<file path="src/rtl/mux_arb_pkg.sv">
// Shared definitions for the 2-to-1 select arbiter.
//   arb_state_e  : arbiter FSM encoding (IDLE / OWN0 / OWN1)
//   MAX_HOLD_DEF : default maximum consecutive grant cycles under contention
//   CNT_W_DEF    : default hold counter width
package mux_arb_pkg;

  typedef enum logic [1:0] {
    IDLE = 2'd0,
    OWN0 = 2'd1,
    OWN1 = 2'd2
  } arb_state_e;

  localparam int unsigned MAX_HOLD_DEF = 4;
  localparam int unsigned CNT_W_DEF    = 3;

endpackage : mux_arb_pkg

</file>
<file path="src/rtl/mux_hold_counter.sv">
// Hold counter for the arbiter: clears on request, counts up while enabled
// and saturates at MAX_HOLD-1.
//   clk, rst_n : clock, asynchronous active-low reset
//   clr        : force the count to zero (priority over en)
//   en         : advance the count by one, saturating
//   cnt        : current count (registered)
module mux_hold_counter #(
  parameter int unsigned MAX_HOLD = 4,
  parameter int unsigned CNT_W    = 3
) (
  input  logic             clk,
  input  logic             rst_n,
  input  logic             clr,
  input  logic             en,
  output logic [CNT_W-1:0] cnt
);

  localparam logic [CNT_W-1:0] CNT_MAX = CNT_W'(MAX_HOLD - 1);

  logic [CNT_W-1:0] cnt_q;
  logic [CNT_W-1:0] cnt_d;

  // Next count: clear wins, otherwise saturating increment
  always_comb begin
    cnt_d = cnt_q;
    if (clr) begin
      cnt_d = '0;
    end else if (en && (cnt_q != CNT_MAX)) begin
      cnt_d = cnt_q + CNT_W'(1);
    end
  end

  always_ff @(posedge clk or negedge rst_n) begin
    if (!rst_n) begin
      cnt_q <= '0;
    end else begin
      cnt_q <= cnt_d;
    end
  end

  assign cnt = cnt_q;

endmodule : mux_hold_counter

</file>
<file path="src/rtl/mux_select_arbiter.sv">
// Two-requester round-robin arbiter with bounded hold, driving the select of
// an external 2-to-1 multiplexer.
//   clk, rst_n : clock, asynchronous active-low reset
//   req0, req1 : requests for the shared path (I0 / I1)
//   gnt0, gnt1 : registered grants, one-hot or idle
//   S          : registered mux select (0 = I0, 1 = I1), held while idle
//   busy       : registered gnt0 | gnt1
module mux_select_arbiter
  import mux_arb_pkg::*;
#(
  parameter int unsigned MAX_HOLD = MAX_HOLD_DEF,
  parameter int unsigned CNT_W    = CNT_W_DEF
) (
  input  logic clk,
  input  logic rst_n,
  input  logic req0,
  input  logic req1,
  output logic gnt0,
  output logic gnt1,
  output logic S,
  output logic busy
);

  arb_state_e       state_q, state_d;
  logic             last_q, last_d;
  logic             gnt0_q, gnt0_d;
  logic             gnt1_q, gnt1_d;
  logic             s_q, s_d;
  logic             busy_q, busy_d;
  logic [CNT_W-1:0] hold_cnt;
  logic             hold_max;
  logic             cnt_clr;
  logic             cnt_en;

  assign hold_max = (hold_cnt == CNT_W'(MAX_HOLD - 1));

  // Count restarts on every OWN entry and stays at zero while idle
  assign cnt_clr = (state_d != state_q) || (state_d == IDLE);
  assign cnt_en  = (state_q != IDLE);

  mux_hold_counter #(
    .MAX_HOLD (MAX_HOLD),
    .CNT_W    (CNT_W)
  ) u_hold_counter (
    .clk   (clk),
    .rst_n (rst_n),
    .clr   (cnt_clr),
    .en    (cnt_en),
    .cnt   (hold_cnt)
  );

  // Next-state and registered-output decode
  always_comb begin
    state_d = state_q;
    last_d  = last_q;
    s_d     = s_q;

    case (state_q)
      IDLE: begin
        if (req0 && req1) begin
          state_d = last_q ? OWN0 : OWN1;
        end else if (req0) begin
          state_d = OWN0;
        end else if (req1) begin
          state_d = OWN1;
        end
      end
      // Release takes precedence; preemption only while still requesting
      OWN0: begin
        if (!req0) begin
          state_d = req1 ? OWN1 : IDLE;
        end else if (req1 && hold_max) begin
          state_d = OWN1;
        end
      end
      OWN1: begin
        if (!req1) begin
          state_d = req0 ? OWN0 : IDLE;
        end else if (req0 && hold_max) begin
          state_d = OWN0;
        end
      end
      default: state_d = IDLE;
    endcase

    if (state_d == OWN0) begin
      last_d = 1'b0;
      s_d    = 1'b0;
    end else if (state_d == OWN1) begin
      last_d = 1'b1;
      s_d    = 1'b1;
    end

    gnt0_d = (state_d == OWN0);
    gnt1_d = (state_d == OWN1);
    busy_d = gnt0_d | gnt1_d;
  end

  // Last-served resets to 1 so requester 0 wins the first tie
  always_ff @(posedge clk or negedge rst_n) begin
    if (!rst_n) begin
      state_q <= IDLE;
      last_q  <= 1'b1;
      gnt0_q  <= 1'b0;
      gnt1_q  <= 1'b0;
      s_q     <= 1'b0;
      busy_q  <= 1'b0;
    end else begin
      state_q <= state_d;
      last_q  <= last_d;
      gnt0_q  <= gnt0_d;
      gnt1_q  <= gnt1_d;
      s_q     <= s_d;
      busy_q  <= busy_d;
    end
  end

  assign gnt0 = gnt0_q;
  assign gnt1 = gnt1_q;
  assign S    = s_q;
  assign busy = busy_q;

endmodule : mux_select_arbiter

</file>
<file path="config.mk">
export PLATFORM = sky130hd
export DESIGN_NAME = mux_select_arbiter
export DESIGN_NICKNAME = d
export VERILOG_FILES = /design/src/rtl/mux_arb_pkg.sv /design/src/rtl/mux_hold_counter.sv /design/src/rtl/mux_select_arbiter.sv
export SDC_FILE = /design/constraint.sdc
export NUM_CORES = 1
export LEC_CHECK = 0
export ABC_CLOCK_PERIOD_IN_PS = 2500
export CAP_MARGIN = 30
export CORE_AREA = 2 2 39 41
export DETAILED_ROUTE_END_ITERATION = 7
export DIE_AREA = 0 0 41 43
export PLACE_DENSITY_LB_ADDON = 0.12
export SYNTH_ARGS = -nofsm -noshare
export SYNTH_HDL_FRONTEND = slang
export SYNTH_SLANG_ARGS = --single-unit
</file>
<file path="constraint.sdc">
create_clock -name clk -period 2.5 [get_ports clk]
set_input_delay 0.5 -clock clk [delete_from_list [all_inputs] [get_ports clk]]
set_output_delay 0.5 -clock clk [all_outputs]
set_load 0.05 [all_outputs]
</file>
; ---- Yosys cells after proc, flatten, opt, wreduce, memory -nomap -nowiden
; Index checks and enable logic that the tools add are counted.
[classes]
n_addsub = 1
n_mul = 0
div = 0
n_lt_le_gt_ge = 0
eq_ne = 7
n_shift = 0
mux = 15
n_bitwise = 1
n_reduce_logical = 10
[op_table]
columns = op, n
row1 = 2-bit two-way mux, 9
row2 = 3-bit two-way mux, 2
row3 = 2-bit one-hot mux with 3 select lines, 1
row4 = 2-bit nonzero test, 3
row5 = "2-bit by 1-bit == test with 1-bit output, second input constant", 2
row6 = "2-bit == test, second input constant", 2
row7 = 1-bit logical AND, 4
row8 = 2-bit logical NOT, 2
row9 = "3-bit by 1-bit adder with 3-bit output, second input constant", 1
row10 = "3-bit by 2-bit == test with 1-bit output, second input constant", 1
row11 = 1-bit two-way mux, 3
row12 = "3-bit by 2-bit inequality test with 1-bit output, second input constant", 1
row13 = 2-bit inequality test, 1
row14 = 1-bit logical OR, 1
row15 = 1-bit OR, 1
[word_totals]
reg_bits = 10
latch_bits = 0
mem_bits_rw = 0
mem_bits_ro = 0
input_bits = 4
out_inout_bits = 4
wordCells = 41
memories = 0

; ---- Depth between registers and ports, before layout
[depth]
ltp_word = 8
depth_mapped = 8
ltp_nobuf = 8

; ---- Hierarchy
; Synthesis repeated with hierarchy kept, for this count alone.
[unflattened]
hier_cells = 53
area_unflattened_um2 = 579.3
[modules_own_cells]
columns = module, n_inst, cells_per_inst, area_each_um2, seq_area_each_um2
row1 = mux_select_arbiter, 1, 38, 401.6, 176.4
row2 = mux_hold_counter, 1, 15, 177.7, 75.1

; ---- Least setup slack after synthesis
; No wires, ideal clock.
[synth_timing]
path_kind = flip-flop to flip-flop
startpoint = register u_hold_counter.cnt_q[0] (netlist: u_hold_counter.cnt[0])
endpoint = register s_q (netlist: S)
setup_ns = 0.079
arrival_ns = 1.811
required_time_ns = 2.421
path_slack_ns = 0.610
path_stages_with_launch = 8
n_path_buf = 0
synth_period_minus_slack_ns = 1.890
cell_sequence = dfrtp_1 -> ha_1 -> ha_1 -> mux2_2 -> o21ai_1 -> nand3_1 -> ha_1 -> mux2i_1
[synth_via]
elab_chain_cells = 7
word_cells_on_any_way = 12
cone_classes = 3 x eq/ne / 6 x mux / 3 x reduce/logical
[synth_rtl]
columns = element, line
row1 = from (decl), mux_hold_counter.sv:20  ; logic [CNT_W-1:0] cnt_q;
row2 = from (signal assigned), mux_hold_counter.sv:37  ; cnt_q <= cnt_d;
row3 = 3-bit by 2-bit == test with 1-bit output (*), mux_select_arbiter.sv:35  ; assign hold_max = (hold_cnt == CNT_W'(MAX_HOLD - 1));
row4 = "1-bit logical AND, on equally long branches", "mux_select_arbiter.sv:79, mux_select_arbiter.sv:72"
row5 = "2-bit two-way mux, on equally long branches", "mux_select_arbiter.sv:79, mux_select_arbiter.sv:72"
row6 = "2-bit two-way mux, on equally long branches", "mux_select_arbiter.sv:77, mux_select_arbiter.sv:70"
row7 = 2-bit one-hot mux with 3 select lines (*), mux_select_arbiter.sv:58  ; case (state_q)
row8 = 2-bit by 1-bit == test with 1-bit output or 2-bit == test (tied branches), "mux_select_arbiter.sv:86, mux_select_arbiter.sv:89"
row9 = 1-bit two-way mux or 2-bit nonzero test (tied branches), --
row10 = to (signal assigned), mux_select_arbiter.sv:106  ; s_q <= 1'b0;
row11 = to (signal assigned), mux_select_arbiter.sv:113  ; s_q <= s_d;
row12 = to (decl), mux_select_arbiter.sv:28  ; logic s_q, s_d;
; Every way passes the cells marked *; elsewhere a longest branch is shown, timed or not.
; A chain may end at the register's enable or synchronous reset.

; ---- Worst setup path after layout
; Ends and elaborated chain as after synthesis.

==> results.md <==
- Run status: completed
- Slowest cell on crit path: dfrtp_1
- Power density of the placed cells: 839.0 nW/um2
- Clock tree from TritonCTS: done
- Worst vdd ir: 0.0004724 V
- Setup violations, final: 0
- Post-cts hold buffer count: 0
- Share of final-layout standard cells stronger than drive strength 1: between 10% and 20%
- Required time of the critical path: 2.68 ns
- List of most frequent post-synthesis cells: dfrtp_1, ha_1, nor3_1, inv_1
- Number of DRC markers in iteration 0: 1
- Synthesized Nets: between 50 and 60
- Via count of the first global-routing pass: ~370
- Largest stage delay on the critical path: 0.39 ns
- Dpl hpwl: 688.7 um
- First-pass GRT wire length: 1483 um
- Layout Cells excl Fill: 73
- CTS sink count: 10
- Number of I/O pins: 8
- Crit end category: flip-flop
- First-pass iteration count of the detailed router: 2
- Core area: 1384 um2
- FF-to-FF Start: u_hold_counter.cnt[0]
- Die footprint: 1763 um2
- Number of max-cap violations: 0
- Share of the yosys chip area belonging to registers: 49.75%
- Total via count in the routed design: between 300 and 400
- Height of the die: 43 um
- Number of max-slew violations in the final report: 0
- Final nets: between 60 and 70
- Class of the most critical hold timing path: flip-flop to flip-flop
- Cell count of the worst reg-to-reg path: 7
- Final RePlAce weighted congestion: 0.6716
- Timing startpoint of the critical path: u_hold_counter.cnt[0]
- Number of enable-type register cells in the synthesized netlist: 0
- P_leak: 0.2900 nW
- Min cycle time layout: 2.059 ns
- Share of Yosys cell area claimed by the top area cell type: 44.55%
- Pin count of the biggest net entering global routing: 11
- Ordered list of cells on the worst path: ha_1, ha_1, mux2_2, o21ai_1, nand3_1, ha_1, mux2i_1
- Area added between synthesis and finish: 22.77%
- Maximum clock insertion buffer count: 2
- #FFs+latches synth: 10
- Starting Density: 36.53%
- Post-synthesis async set-or-reset flop share: 100.0%
- Number of distinct library cells after synthesis: 21
- Launching element type of the critical path: flip-flop
- Setup tns final: 0 ns
- Most used flip-flop cell after synthesis: dfrtp_1
- Synthesized instance count: 47
- Hold depth: 2
- Class of the most critical setup path: flip-flop to flip-flop
- Total wirelength of the detailed-routed design: 850 um
- Maximum operating frequency: between 400 and 500 MHz
- Yosys Warn Count: 0
- Worst reg-to-reg setup slack: 0.44 ns
- Vias per cell: 4.890
- Biggest area consumer among synthesized cells: dfrtp_1
- Pin slew with the least headroom to its limit: 0.4900 ns
- Largest clock skew in the final design: 0.003645 ns
- Detailed-route wire length per cell: 11.64 um
- CTS Buf Count: 3
- RSZ-0062 raised after global routing: no
- H-tree lvl count: 1
- Global-route usage over all layers: 12.84%
- RR Endpoint: S
- Placed cells: 69
- Post-route total power: between 0.5 and 0.6 mW
- Normalized max-slew margin: 67.23%
- Antenna Violating Nets Remaining: 0
- Total global routing overflow: 0
- Antenna diodes: 0
- IO buf count: 7
- Most repeated library cell on the critical path: ha_1
- Per-instance average area after synthesis: 10.76 um2
- Combined area of all synthesized cells: 505.5 um2
- X dimension of the die: just over 40 um
- Clock edge transition at the registers on the reported setup and hold paths: 0.06 ns
- Arr. time, crit path: ~2.2 ns
- Worst slack at placement: 0.3662 ns
- Period utilization: just over 80%
- CTS Root Buffer Type: clkbuf_4
- Initial antenna violation count: 0
- Post-cts sizing count: 0
- Number of buffers inserted by post-CTS setup repair: 0
- Worst Setup Slack, final: 0.4410 ns
- Insertion delay to the later sink of the worst-skew pair: 0.26 ns
- Critical path destination: S
- Dominant cells by area after synthesis: dfrtp_1, ha_1, dfstp_2, nor3_1, mux2i_1
- Count of standard-cell rows: 14
- Most numerous cell in the Yosys netlist: dfrtp_1
- Highest fanout seen on the critical path: 5
- Remaining design rule violation count: 0
- Final hold viol count: 0
worst min-delay path by stage:
stage / start / end / slack [ns]
detailed placement: last_q / last_q / 0.51
finish: last_q / last_q / 0.52
floorplan: rst_n / S / 0.20
global placement: last_q / last_q / 0.51
global route: last_q / last_q / 0.55
CTS: last_q / last_q / 0.52
worst max-delay path: cells and delay by family, from the launching register on:
family	cells	cell delay, ns
mux	2	0.49
flops	1	0.39
compound gates	1	0.13
fa+ha+maj	3	0.82
simple gates	1	0.15
report_power, final:
| group | switching (mW) | internal, mW |
|---|---|---|
| Clock | 0.0507 | 0.0882 |
| Sequential | 0.0230 | 0.193 |
| Combinational | 0.102 | 0.0632 |
cell usage in the layout (no fill, tap or decap):
| cell type | count |
|---|---|
| dfrtp_1 | 9 |
| clkdlybuf4s50_1 | 7 |
| nor3_1 | 5 |
| ha_1 | 5 |
| inv_1 | 4 |
| a21oi_1 | 3 |
| nand3_1 | 3 |
| clkbuf_4 | 3 |
| nand2_1 | 2 |
| mux2i_1 | 2 |
| nor2_1 | 2 |
| nor2b_1 | 1 |
| nor3b_1 | 1 |
| o21ai_0 | 1 |
| nand2b_1 | 1 |
| mux2_2 | 1 |
| o21ai_1 | 1 |
| a31oi_1 | 1 |
| o21a_1 | 1 |
| o21bai_2 | 1 |
| xor2_1 | 1 |
| clkbuf_8 | 1 |
| dfstp_2 | 1 |
per-layer routing:
| layer | GRT usage, % | wire (um) | up-vias |
|---|---|---|---|
| met5 | 0 | 0 | - |
| li1 | - | - | 182 |
| met2 | 19.69 | 446 | 4 |
| met4 | 10.00 | 4 | 0 |
| met3 | 3.141 | 32 | 2 |
| met1 | 14.19 | 367 | 169 |
registers in the layout, indices dropped and copies added, names as in the netlist:
| signal | count |
|---|---|
| state_q | 2 |
| u_hold_counter.cnt | 3 |
| last_q | 1 |
| gnt1 | 1 |
| S | 1 |
| busy | 1 |
| gnt0 | 1 |
cell families after synthesis:
| kind of cell | after synthesis | share of synthesized area [%] |
|---|---|---|
| fa+ha+maj | 5 | 12.38 |
| compound gates | 8 | 9.899 |
| simple gates | 15 | 14.85 |
| mux | 3 | 6.188 |
| flops | 10 | 49.75 |
| buf+inv | 5 | 5.197 |
| xor+xnor | 1 | 1.733 |
per-stage QoR:
stage               util (%)  area (um2)  hold WS, ns
global placement       42.22       584.3       0.5095
CTS                    44.85       620.6       0.5227
finish                 44.85       620.6       0.5182
global route           44.85       620.6       0.5452
floorplan                  -       505.5       0.2044
detailed placement     42.22       584.3       0.5091
layout make-up:
type	count	area [um2]
Clock buffer	4	36.28
Inverter	4	15.01
Tap cell	16	20.02
Timing Repair Buffer	7	70.07
Multi-Input combinational cell	32	227.7
Fill cell	131	763.2
Sequential cell	10	251.5
No activity file was read; power rests on OpenSTA's default activity.
